===== config.mk =====
export PLATFORM = sky130hd
export DESIGN_NAME = fp_mult_pipe
export DESIGN_NICKNAME = d
export VERILOG_FILES = /design/src/rtl/fp_pkg.sv /design/src/rtl/fp_lzc.sv /design/src/rtl/fp_mult_pipe.sv
export SDC_FILE = /design/constraint.sdc
export NUM_CORES = 1
export LEC_CHECK = 0
export CORE_UTILIZATION = 67
export DETAILED_ROUTE_END_ITERATION = 8
export MAX_ROUTING_LAYER = met4
export PLACE_DENSITY = 0.94
export SYNTH_ARGS = -nofsm -noshare
export SYNTH_HDL_FRONTEND = slang
export SYNTH_SLANG_ARGS = --single-unit

===== constraint.sdc =====
create_clock -name clk -period 14.75 [get_ports clk]
set_clock_uncertainty 0.2 [all_clocks]
set_input_delay 1.475 -clock clk [delete_from_list [all_inputs] [get_ports clk]]
set_output_delay 1.475 -clock clk [all_outputs]
set_load 0.01 [all_outputs]

===== src/rtl/fp_pkg.sv =====
// Shared types for the floating-point multiplier: FSM states, rounding modes,
// flag bit positions and operand classification.
package fp_pkg;

   typedef enum logic [2:0] {
      ST_IDLE,
      ST_UNPACK,
      ST_MULT,
      ST_NORM,
      ST_ROUND,
      ST_DONE
   } state_e;

   typedef enum logic {
      RND_RNE = 1'b0,
      RND_RTZ = 1'b1
   } rnd_mode_e;

   localparam int FLAG_INX = 0;
   localparam int FLAG_UDF = 1;
   localparam int FLAG_OVF = 2;
   localparam int FLAG_INV = 3;

   typedef enum logic [2:0] {
      CLS_ZERO,
      CLS_SUB,
      CLS_NORM,
      CLS_INF,
      CLS_QNAN,
      CLS_SNAN
   } fp_class_e;

   // Width-independent: callers reduce their exponent/fraction fields first.
   function automatic fp_class_e fp_classify(input logic exp_zero, input logic exp_ones,
                                             input logic frac_zero, input logic frac_msb);
      if (exp_zero) return frac_zero ? CLS_ZERO : CLS_SUB;
      if (!exp_ones) return CLS_NORM;
      if (frac_zero) return CLS_INF;
      return frac_msb ? CLS_QNAN : CLS_SNAN;
   endfunction

endpackage


===== src/rtl/fp_lzc.sv =====
// Combinational leading-zero counter; an all-zero input reports WIDTH.
module fp_lzc #(
   parameter int WIDTH = 22,
   parameter int CNT_W = $clog2(WIDTH + 1)
) (
   input  logic [WIDTH-1:0] din,
   output logic [CNT_W-1:0] count
);

   // Scanning upward lets the highest set bit have the final say.
   always_comb begin
      count = CNT_W'(WIDTH);
      for (int i = 0; i < WIDTH; i++) begin
         if (din[i]) count = CNT_W'(WIDTH - 1 - i);
      end
   end

endmodule


===== src/rtl/fp_mult_pipe.sv =====
// Multi-cycle IEEE-style floating-point multiplier, one FSM state per stage,
// single-issue with a valid/ready handshake on both sides.
module fp_mult_pipe
   import fp_pkg::*;
#(
   parameter int EXP_W = 5,
   parameter int MAN_W = 10
) (
   input  logic                   clk,
   input  logic                   rst_n,
   input  logic                   in_valid,
   output logic                   in_ready,
   input  logic [EXP_W+MAN_W:0]   a,
   input  logic [EXP_W+MAN_W:0]   b,
   input  logic                   rnd_mode,
   output logic                   out_valid,
   input  logic                   out_ready,
   output logic [EXP_W+MAN_W:0]   result,
   output logic [3:0]             flags
);

   localparam int W      = 1 + EXP_W + MAN_W;
   localparam int SW     = MAN_W + 1;
   localparam int PW     = 2 * SW;
   localparam int EW     = EXP_W + 2;
   localparam int LZW    = $clog2(PW + 1);
   localparam int XW     = EW + LZW;
   localparam int SH_MAX = MAN_W + 3;
   localparam int SHW    = $clog2(SH_MAX + 1);
   localparam int BIAS   = (1 << (EXP_W - 1)) - 1;
   localparam logic [EXP_W-1:0] EXP_ONES = '1;
   localparam logic [EXP_W-1:0] EXP_MAXF = EXP_ONES - 1'b1;
   localparam logic [W-1:0]     QNAN     = {1'b0, EXP_ONES, 1'b1, {(MAN_W-1){1'b0}}};

   state_e            state_reg, state_next;
   logic [W-1:0]      a_reg, b_reg;
   rnd_mode_e         rnd_reg;
   logic              sign_reg, spec_reg, spec_inv_reg, tiny_reg;
   logic [W-1:0]      spec_res_reg;
   logic [SW-1:0]     sig_a_reg, sig_b_reg;
   logic [EXP_W-1:0]  exp_a_reg, exp_b_reg;
   logic [PW-1:0]     prod_reg, norm_reg;
   logic [EW-1:0]     exp_m_reg;
   logic [EXP_W:0]    exp_n_reg;
   logic [W-1:0]      result_reg;
   logic [3:0]        flags_reg;
   logic              out_valid_reg;

   // ---------------- FSM ----------------
   always_ff @(posedge clk or negedge rst_n) begin
      if (!rst_n) state_reg <= ST_IDLE;
      else        state_reg <= state_next;
   end

   always_comb begin
      state_next = state_reg;
      case (state_reg)
         ST_IDLE:   if (in_valid) state_next = ST_UNPACK;
         ST_UNPACK: state_next = ST_MULT;
         ST_MULT:   state_next = ST_NORM;
         ST_NORM:   state_next = ST_ROUND;
         ST_ROUND:  state_next = ST_DONE;
         ST_DONE:   if (out_valid_reg && out_ready) state_next = ST_IDLE;
         default:   state_next = ST_IDLE;
      endcase
   end

   always_comb begin
      in_ready = (state_reg == ST_IDLE);
   end

   // ---------------- UNPACK ----------------
   logic [EXP_W-1:0] ea_f, eb_f;
   logic [MAN_W-1:0] fa, fb;
   fp_class_e        cls_a, cls_b;
   logic             sign_u, spec_next, spec_inv_next;
   logic [W-1:0]     spec_res_next;

   assign ea_f   = a_reg[W-2:MAN_W];
   assign eb_f   = b_reg[W-2:MAN_W];
   assign fa     = a_reg[MAN_W-1:0];
   assign fb     = b_reg[MAN_W-1:0];
   assign sign_u = a_reg[W-1] ^ b_reg[W-1];
   assign cls_a  = fp_classify(ea_f == '0, &ea_f, fa == '0, fa[MAN_W-1]);
   assign cls_b  = fp_classify(eb_f == '0, &eb_f, fb == '0, fb[MAN_W-1]);

   always_comb begin
      spec_next     = 1'b1;
      spec_inv_next = 1'b0;
      spec_res_next = '0;
      if (cls_a inside {CLS_QNAN, CLS_SNAN} || cls_b inside {CLS_QNAN, CLS_SNAN}) begin
         spec_res_next = QNAN;
         spec_inv_next = (cls_a == CLS_SNAN) || (cls_b == CLS_SNAN);
      end else if ((cls_a == CLS_INF && cls_b == CLS_ZERO) ||
                   (cls_a == CLS_ZERO && cls_b == CLS_INF)) begin
         spec_res_next = QNAN;
         spec_inv_next = 1'b1;
      end else if (cls_a == CLS_INF || cls_b == CLS_INF) begin
         spec_res_next = {sign_u, EXP_ONES, {MAN_W{1'b0}}};
      end else if (cls_a == CLS_ZERO || cls_b == CLS_ZERO) begin
         spec_res_next = {sign_u, {(W-1){1'b0}}};
      end else begin
         spec_next = 1'b0;
      end
   end

   // ---------------- NORM ----------------
   // Product has its unit bit at 2*MAN_W; after the shift the hidden bit sits at PW-1.
   logic [LZW-1:0]   lz;
   logic [PW-1:0]    shl, norm_next;
   logic [XW-1:0]    exp_x, sh_x;
   logic [SHW-1:0]   sh;
   logic             tiny_next, sticky_x;
   logic [EXP_W:0]   exp_n_next;

   fp_lzc #(.WIDTH(PW), .CNT_W(LZW)) u_lzc (
      .din   (prod_reg),
      .count (lz)
   );

   always_comb begin
      shl       = prod_reg << lz;
      exp_x     = {{(XW-EW){exp_m_reg[EW-1]}}, exp_m_reg} + XW'(1) - XW'(lz);
      tiny_next = exp_x[XW-1] || (exp_x == '0);
      sh_x      = XW'(1) - exp_x;
      sh        = '0;
      if (tiny_next) sh = (sh_x > XW'(SH_MAX)) ? SHW'(SH_MAX) : SHW'(sh_x);
      sticky_x   = |(shl & ~({PW{1'b1}} << sh));
      norm_next  = (shl >> sh) | {{(PW-1){1'b0}}, sticky_x};
      exp_n_next = tiny_next ? '0 : exp_x[EXP_W:0];
   end

   // ---------------- ROUND ----------------
   logic [SW-1:0]    mant0;
   logic [SW:0]      mant1;
   logic             g_bit, r_bit, s_bit, inc, inexact;
   logic [EXP_W:0]   exp_r;
   logic [MAN_W-1:0] frac_r;
   logic [W-1:0]     res_next;
   logic [3:0]       flg_next;

   always_comb begin
      mant0   = norm_reg[PW-1:MAN_W+1];
      g_bit   = norm_reg[MAN_W];
      r_bit   = norm_reg[MAN_W-1];
      s_bit   = |norm_reg[MAN_W-2:0];
      inexact = g_bit | r_bit | s_bit;
      inc     = (rnd_reg == RND_RNE) && g_bit && (r_bit || s_bit || mant0[0]);
      mant1   = {1'b0, mant0} + (SW+1)'(inc);
      // A subnormal whose rounding reaches the hidden bit becomes the minimum normal.
      if (mant1[SW]) begin
         exp_r  = exp_n_reg + (EXP_W+1)'(1);
         frac_r = '0;
      end else if (exp_n_reg == '0) begin
         exp_r  = {{EXP_W{1'b0}}, mant1[MAN_W]};
         frac_r = mant1[MAN_W-1:0];
      end else begin
         exp_r  = exp_n_reg;
         frac_r = mant1[MAN_W-1:0];
      end
      res_next           = {sign_reg, exp_r[EXP_W-1:0], frac_r};
      flg_next           = '0;
      flg_next[FLAG_INX] = inexact;
      flg_next[FLAG_UDF] = tiny_reg && inexact;
      if (exp_r >= {1'b0, EXP_ONES}) begin
         flg_next[FLAG_OVF] = 1'b1;
         flg_next[FLAG_INX] = 1'b1;
         flg_next[FLAG_UDF] = 1'b0;
         res_next = (rnd_reg == RND_RTZ) ? {sign_reg, EXP_MAXF, {MAN_W{1'b1}}}
                                         : {sign_reg, EXP_ONES, {MAN_W{1'b0}}};
      end
      if (spec_reg) begin
         res_next           = spec_res_reg;
         flg_next           = '0;
         flg_next[FLAG_INV] = spec_inv_reg;
      end
   end

   // ---------------- datapath registers ----------------
   always_ff @(posedge clk) begin
      if (in_valid && in_ready) begin
         a_reg   <= a;
         b_reg   <= b;
         rnd_reg <= rnd_mode_e'(rnd_mode);
      end
      if (state_reg == ST_UNPACK) begin
         sign_reg     <= sign_u;
         sig_a_reg    <= {ea_f != '0, fa};
         sig_b_reg    <= {eb_f != '0, fb};
         exp_a_reg    <= (ea_f == '0) ? EXP_W'(1) : ea_f;
         exp_b_reg    <= (eb_f == '0) ? EXP_W'(1) : eb_f;
         spec_reg     <= spec_next;
         spec_res_reg <= spec_res_next;
         spec_inv_reg <= spec_inv_next;
      end
      if (state_reg == ST_MULT) begin
         prod_reg  <= PW'(sig_a_reg) * PW'(sig_b_reg);
         exp_m_reg <= EW'(exp_a_reg) + EW'(exp_b_reg) - EW'(BIAS);
      end
      if (state_reg == ST_NORM) begin
         norm_reg  <= norm_next;
         exp_n_reg <= exp_n_next;
         tiny_reg  <= tiny_next;
      end
   end

   // Result lands on entry to DONE; out_valid follows one cycle later.
   always_ff @(posedge clk or negedge rst_n) begin
      if (!rst_n) begin
         result_reg    <= '0;
         flags_reg     <= '0;
         out_valid_reg <= 1'b0;
      end else begin
         if (state_reg == ST_ROUND) begin
            result_reg <= res_next;
            flags_reg  <= flg_next;
         end
         if (state_reg == ST_DONE) out_valid_reg <= !(out_valid_reg && out_ready);
         else                      out_valid_reg <= 1'b0;
      end
   end

   assign out_valid = out_valid_reg;
   assign result    = result_reg;
   assign flags     = flags_reg;

endmodule


# Word-level counts from Yosys, hierarchy flattened
# Index checks and enable logic that the tools add are counted.
# classes
add_sub_neg,7
n_mul,1
n_lt_le_gt_ge,2
eq_ne,13
n_shift,3
muxes,69
bitwise,7
n_reduce_logical,36
# op_table
operator,n
5-bit 2-to-1 mux,16
3-bit 2-to-1 mux,19
16-bit 2-to-1 mux,3
22-bit bitwise AND,1
11-bit by 11-bit multiplier with 22-bit output,1
22-bit inverter,1
22-bit by 1-bit bitwise OR with 22-bit output,1
22-bit OR reduction,1
22-bit by 4-bit left shift with 22-bit output (first input constant),1
22-bit by 5-bit left shift with 22-bit output,1
22-bit by 4-bit right shift with 22-bit output,1
10-bit logical NOT,2
1-bit 2-to-1 mux,20
3-bit == test (second input constant),6
3-bit case mux with 6 select lines,1
15-bit 2-to-1 mux,1
11-bit by 1-bit adder with 12-bit output,1
3-bit by 2-bit == test with 1-bit output (second input constant),4
12-bit by 4-bit greater-than comparator with 1-bit output (second input constant),1
12-bit logical NOT,1
4-bit 2-to-1 mux,3
6-bit 2-to-1 mux,2
11-bit 2-to-1 mux,1
5-bit logical NOT,2
27 further kinds,47
# totals
regBits,166
inputBits,37
out_inout_bits,22

# Depth between registers and ports, before layout
# logic_depth
depth_word,32
depth_mapped,26
mapped_depth_nobuf,22

# Hierarchy
# Synthesis repeated with hierarchy kept, for this count alone.
# unflattened
hier_cells,1228
hier_area_um2,12545.8
# by_module_without_submodules
mod,n_inst,cells_per_inst,area_each_um2
fp_mult_pipe,1,1186,12305.6
fp_lzc,1,42,240.2

# Worst setup path after synthesis
# OpenSTA, ideal clock, no wires.
# synth_path
path_kind,reg-to-reg
start,register prod_reg[6]
end,register norm_reg[0] (data pin)
setup_time_ps,277
arrival_ps,5582
required_ps,14273
setup_slack_ps,8691
stages_incl_launch_ff,26
path_buffers,3
path_cell_list,edfxtp_1 or2_2 a211oi_1 a21oi_1 o21ai_2 clkinv_1 clkbuf_1 ha_1 inv_1 ha_1 fa_1 inv_1 ha_1 nand3b_1 mux2i_1 nor4_1 o21bai_1 a32oi_1 o21a_1 buf_2 buf_1 nor2_1 o21ai_0 o21ai_0 a22oi_1 o211ai_1
# synth_via
elab_chain_len,26
# synth_rtl
item,line,rtl
"start, declared",fp_mult_pipe.sv:42,"logic [PW-1:0] prod_reg, norm_reg;"
"start signal, assigned",fp_mult_pipe.sv:197,prod_reg <= PW'(sig_a_reg) * PW'(sig_b_reg);
5-bit 2-to-1 mux * (16 in series),fp_lzc.sv:14,if (din[i]) count = CNT_W'(WIDTH - 1 - i);
8-bit by 6-bit subtractor with 9-bit output *,fp_mult_pipe.sv:123,"exp_x = {{(XW-EW){exp_m_reg[EW-1]}}, exp_m_reg} + XW'(1) - XW'(lz);"
via exp_x[2],fp_mult_pipe.sv:111,"logic [XW-1:0] exp_x, sh_x;"
2-bit by 9-bit subtractor with 10-bit output,fp_mult_pipe.sv:125,sh_x = XW'(1) - exp_x;
12-bit by 4-bit greater-than comparator with 1-bit output,fp_mult_pipe.sv:127,if (tiny_next) sh = (sh_x > XW'(SH_MAX)) ? SHW'(SH_MAX) : SHW'(sh_x);
4-bit 2-to-1 mux,fp_mult_pipe.sv:127,
4-bit 2-to-1 mux *,fp_mult_pipe.sv:127,
22-bit by 4-bit left shift with 22-bit output,fp_mult_pipe.sv:128,sticky_x = |(shl & ~({PW{1'b1}} << sh));
22-bit inverter,fp_mult_pipe.sv:128,
22-bit bitwise AND,fp_mult_pipe.sv:128,
22-bit OR reduction,fp_mult_pipe.sv:128,
22-bit by 1-bit bitwise OR with 22-bit output *,fp_mult_pipe.sv:129,"norm_next = (shl >> sh) | {{(PW-1){1'b0}}, sticky_x};"
via norm_next[0],fp_mult_pipe.sv:110,"logic [PW-1:0] shl, norm_next;"
"end signal, assigned",fp_mult_pipe.sv:201,norm_reg <= norm_next;
"end, declared",fp_mult_pipe.sv:42,
# The timed path passes the listed nets; every way through them passes the cells marked *.
# A chain may end at the register's enable or synchronous reset.

# Final worst setup path
# layout_path
start,register prod_reg[20]
end,register norm_reg[0] (data pin)
# layout_via
elab_chain_len,12
# layout_rtl
item,line
5-bit 2-to-1 mux (2 in series),fp_lzc.sv:14
8-bit by 6-bit subtractor with 9-bit output,fp_mult_pipe.sv:123
2-bit by 9-bit subtractor with 10-bit output,fp_mult_pipe.sv:125
12-bit by 4-bit greater-than comparator with 1-bit output,fp_mult_pipe.sv:127
4-bit 2-to-1 mux (2 in series),fp_mult_pipe.sv:127
22-bit by 4-bit left shift with 22-bit output,fp_mult_pipe.sv:128
22-bit inverter,fp_mult_pipe.sv:128
22-bit bitwise AND,fp_mult_pipe.sv:128
22-bit OR reduction,fp_mult_pipe.sv:128
22-bit by 1-bit bitwise OR with 22-bit output *,fp_mult_pipe.sv:129
via norm_next[0],fp_mult_pipe.sv:110
# Marks and branches as above.

==> metrics.csv <==
metric,value,unit
finalSetupTns,0,ns
clk-insertion-delay-late,0.45,ns
cp_max_fo,24,
instances_no_fill,1632,
ant_nets,0,
start_kind,flip-flop,
hp-start,b_reg[5],
cts-root-buf,clkbuf_16,
multiInputGateArea,7859,µm²
postCtsSetupBuffers,0,
yosys.area.top_type,edfxtp_1,
drtPass1Iterations,6,
setup_viol,0,
cts_buffer_depth,2,
netlist_area,13100,µm²
most-common-layout-cells,"147 x nand2_1, 129 x edfxtp_1, 122 x inv_1",
yosysSeqAreaShare,0.3416,
startpoint,prod_reg[20],
slew_headroom,0.2086,
cts_buffers,17,
post-route-period-util,0.5331,
grt_max_degree,40,
cts-resized-gates,0,
drtIter0Drc,1685,
grt_setup_unrepaired,no,
wl_per_cell,23.07,µm
n_fill_cell,1136,
htreeDepth,4,
cp.required,14.71,ns
cts.sinks,153,
nets,1562,
fin_area,14430,µm²
cp_slowest_stage_delay,1.01,ns
initial_core_util,0.6910,
clk_pin_slew,0.08,ns
crit_arrival,7.82,ns
die_w,141.8,µm
drc,0,
holdBufCountCts,0,
synthCells,1350,
hold_viol_final,0,
critical_path.endpoint_type,flip-flop,
r2r_start,prod_reg[20],
timing.final.crit_period,7.863,ns
die-area,20110,µm²
crit_path_cell_trace,or4_1 -> nor2_1 -> or2_1 -> inv_2 -> ha_1 -> fa_1 -> a211o_1 -> and3_1 -> or2_2 -> a211oi_1 -> a32oi_1 -> o21ai_2 -> nor3_1 -> a2111oi_0 -> o211ai_1,
via_count,11230,
placed_cell_area,13790,µm²
layout_commonest_cell,nand2_1,
globalRouteTotalUtil,0.3980,
antenna_found_initial,0,
clock.fmax,127.2,MHz
ios,59,
grt_overflow,0,
grt_pass1_vias,11110,
crit_type,reg -> reg,
crit_slowest_cell,o21ai_2,
dp_hpwl,26.02,mm
yosysTopAreaCellShare,0.2958,
slew_viol_final,0,
vias_per_cell,6.883,
final_layout_size_suffix_gt1_frac,0.06560,
port-buffer-count,58,
status,"finished, final reports clean",
syn_nets,1553,
synth.distinct_cells,85,
critPathBufInv,1,
cp_top_family,compound AO/OA/AOI/OAI gates,
seqCellArea,4474,µm²
syn2layout_area_growth,10.14,%
drt-total-wl,37.66,mm
synth_area_leaders,"edfxtp_1 30%, fa_1 13%, ha_1 8.0%",
die_h,141.8,µm
synth_flop_cell,edfxtp_1,
hold_ws,0.2446,ns
drv_cap,0,
rows,50,
place_inst,1600,
gp_congestion,0.9718,
core_area,18960,µm²
avgSynthCellArea,9.702,µm²
yosysWarnings,0,
grt_pass1_wl,59.10,mm
ys_async_sr_fraction,0.1569,
synth-edff-count,129,
ys_ff_latch,153,
hold_path_class,reg -> reg,
n_antenna_cell,0,
worst_pin_slew,1.187,ns
cts_tree,done,
-- logic make-up (layout without fill, tap and decap cells) --
group / Yosys count / count (layout) / synth area share
buffers and inverters: 203 / 225 / 0.05942
XOR/XNOR: 33 / 33 / 0.02207
flip-flops: 153 / 153 / 0.3416
multiplexers: 50 / 50 / 0.03974
AO/OA/AOI/OAI: 285 / 285 / 0.1574
adder cells (fa/ha/maj): 166 / 166 / 0.2056
AND/OR/NAND/NOR: 460 / 460 / 0.1742
-- final cells by class --
cell class,instances,area share
Clock buffer,17,0.02949
Clock inverter,15,0.01483
Inverter,124,0.03226
Multi-Input combinational cell,994,0.5448
Sequential cell,153,0.3101
Tap cell,260,0.02255
Timing Repair Buffer,69,0.04597
-- through the flow --
step / setup WS, ns / util
5_1_grt: 6.454 / 0.7611
3_5_place_dp: 7.238 / 0.7273
6_report: 6.887 / 0.7611
2_1_floorplan: 8.691 / -
3_3_place_gp: 7.418 / 0.7273
4_1_cts: 7.171 / 0.7611
-- synthesized netlist by cell type (6+ instances only) --
cell type and count:
nand2_1 147, edfxtp_1 129, inv_1 122, ha_1 84
nor2_1 83, fa_1 82, and2_1 67, clkbuf_1 66
a21oi_1 47, o21ai_0 45, mux2i_1 39, nor3_1 37
nand3_1 36, a211oi_1 25, dfrtp_1 24, xnor2_1 17
xor2_1 16, o211ai_1 14, o22ai_1 13, or2_2 13
a22o_1 11, a31oi_1 11, nand2b_1 11, o221ai_1 11
a21o_1 10, a22oi_1 10, and3_1 10, nor4_1 10
mux2_2 9, nor2b_1 9, buf_2 7, o21a_1 7
or4_1 6
-- path summary, 6_finish.rpt --
check / end / slack (ns) / depth (start not counted)
max: norm_reg[0] / 6.89 / 15
min: sig_b_reg[5] / 0.24 / 0
max reg2reg: norm_reg[0] / 6.89 / 15
min reg2reg: sig_b_reg[5] / 0.24 / 0
max in group asynchronous: result[12] / 12.30 / 1
min in group asynchronous: result[5] / 1.40 / 1
-- routing by layer --
metal  track usage  part of all wire  wire [µm]
met1        0.4828              0.37      14030
met2        0.6552              0.50      18660
met3       0.06412             0.086       3232
met4        0.1862             0.046       1733
met5             -                 0          0
Power is left out: the tool's default activity adds up to more than one toggle a clock period on the data nets, which glitch-free logic cannot reach.
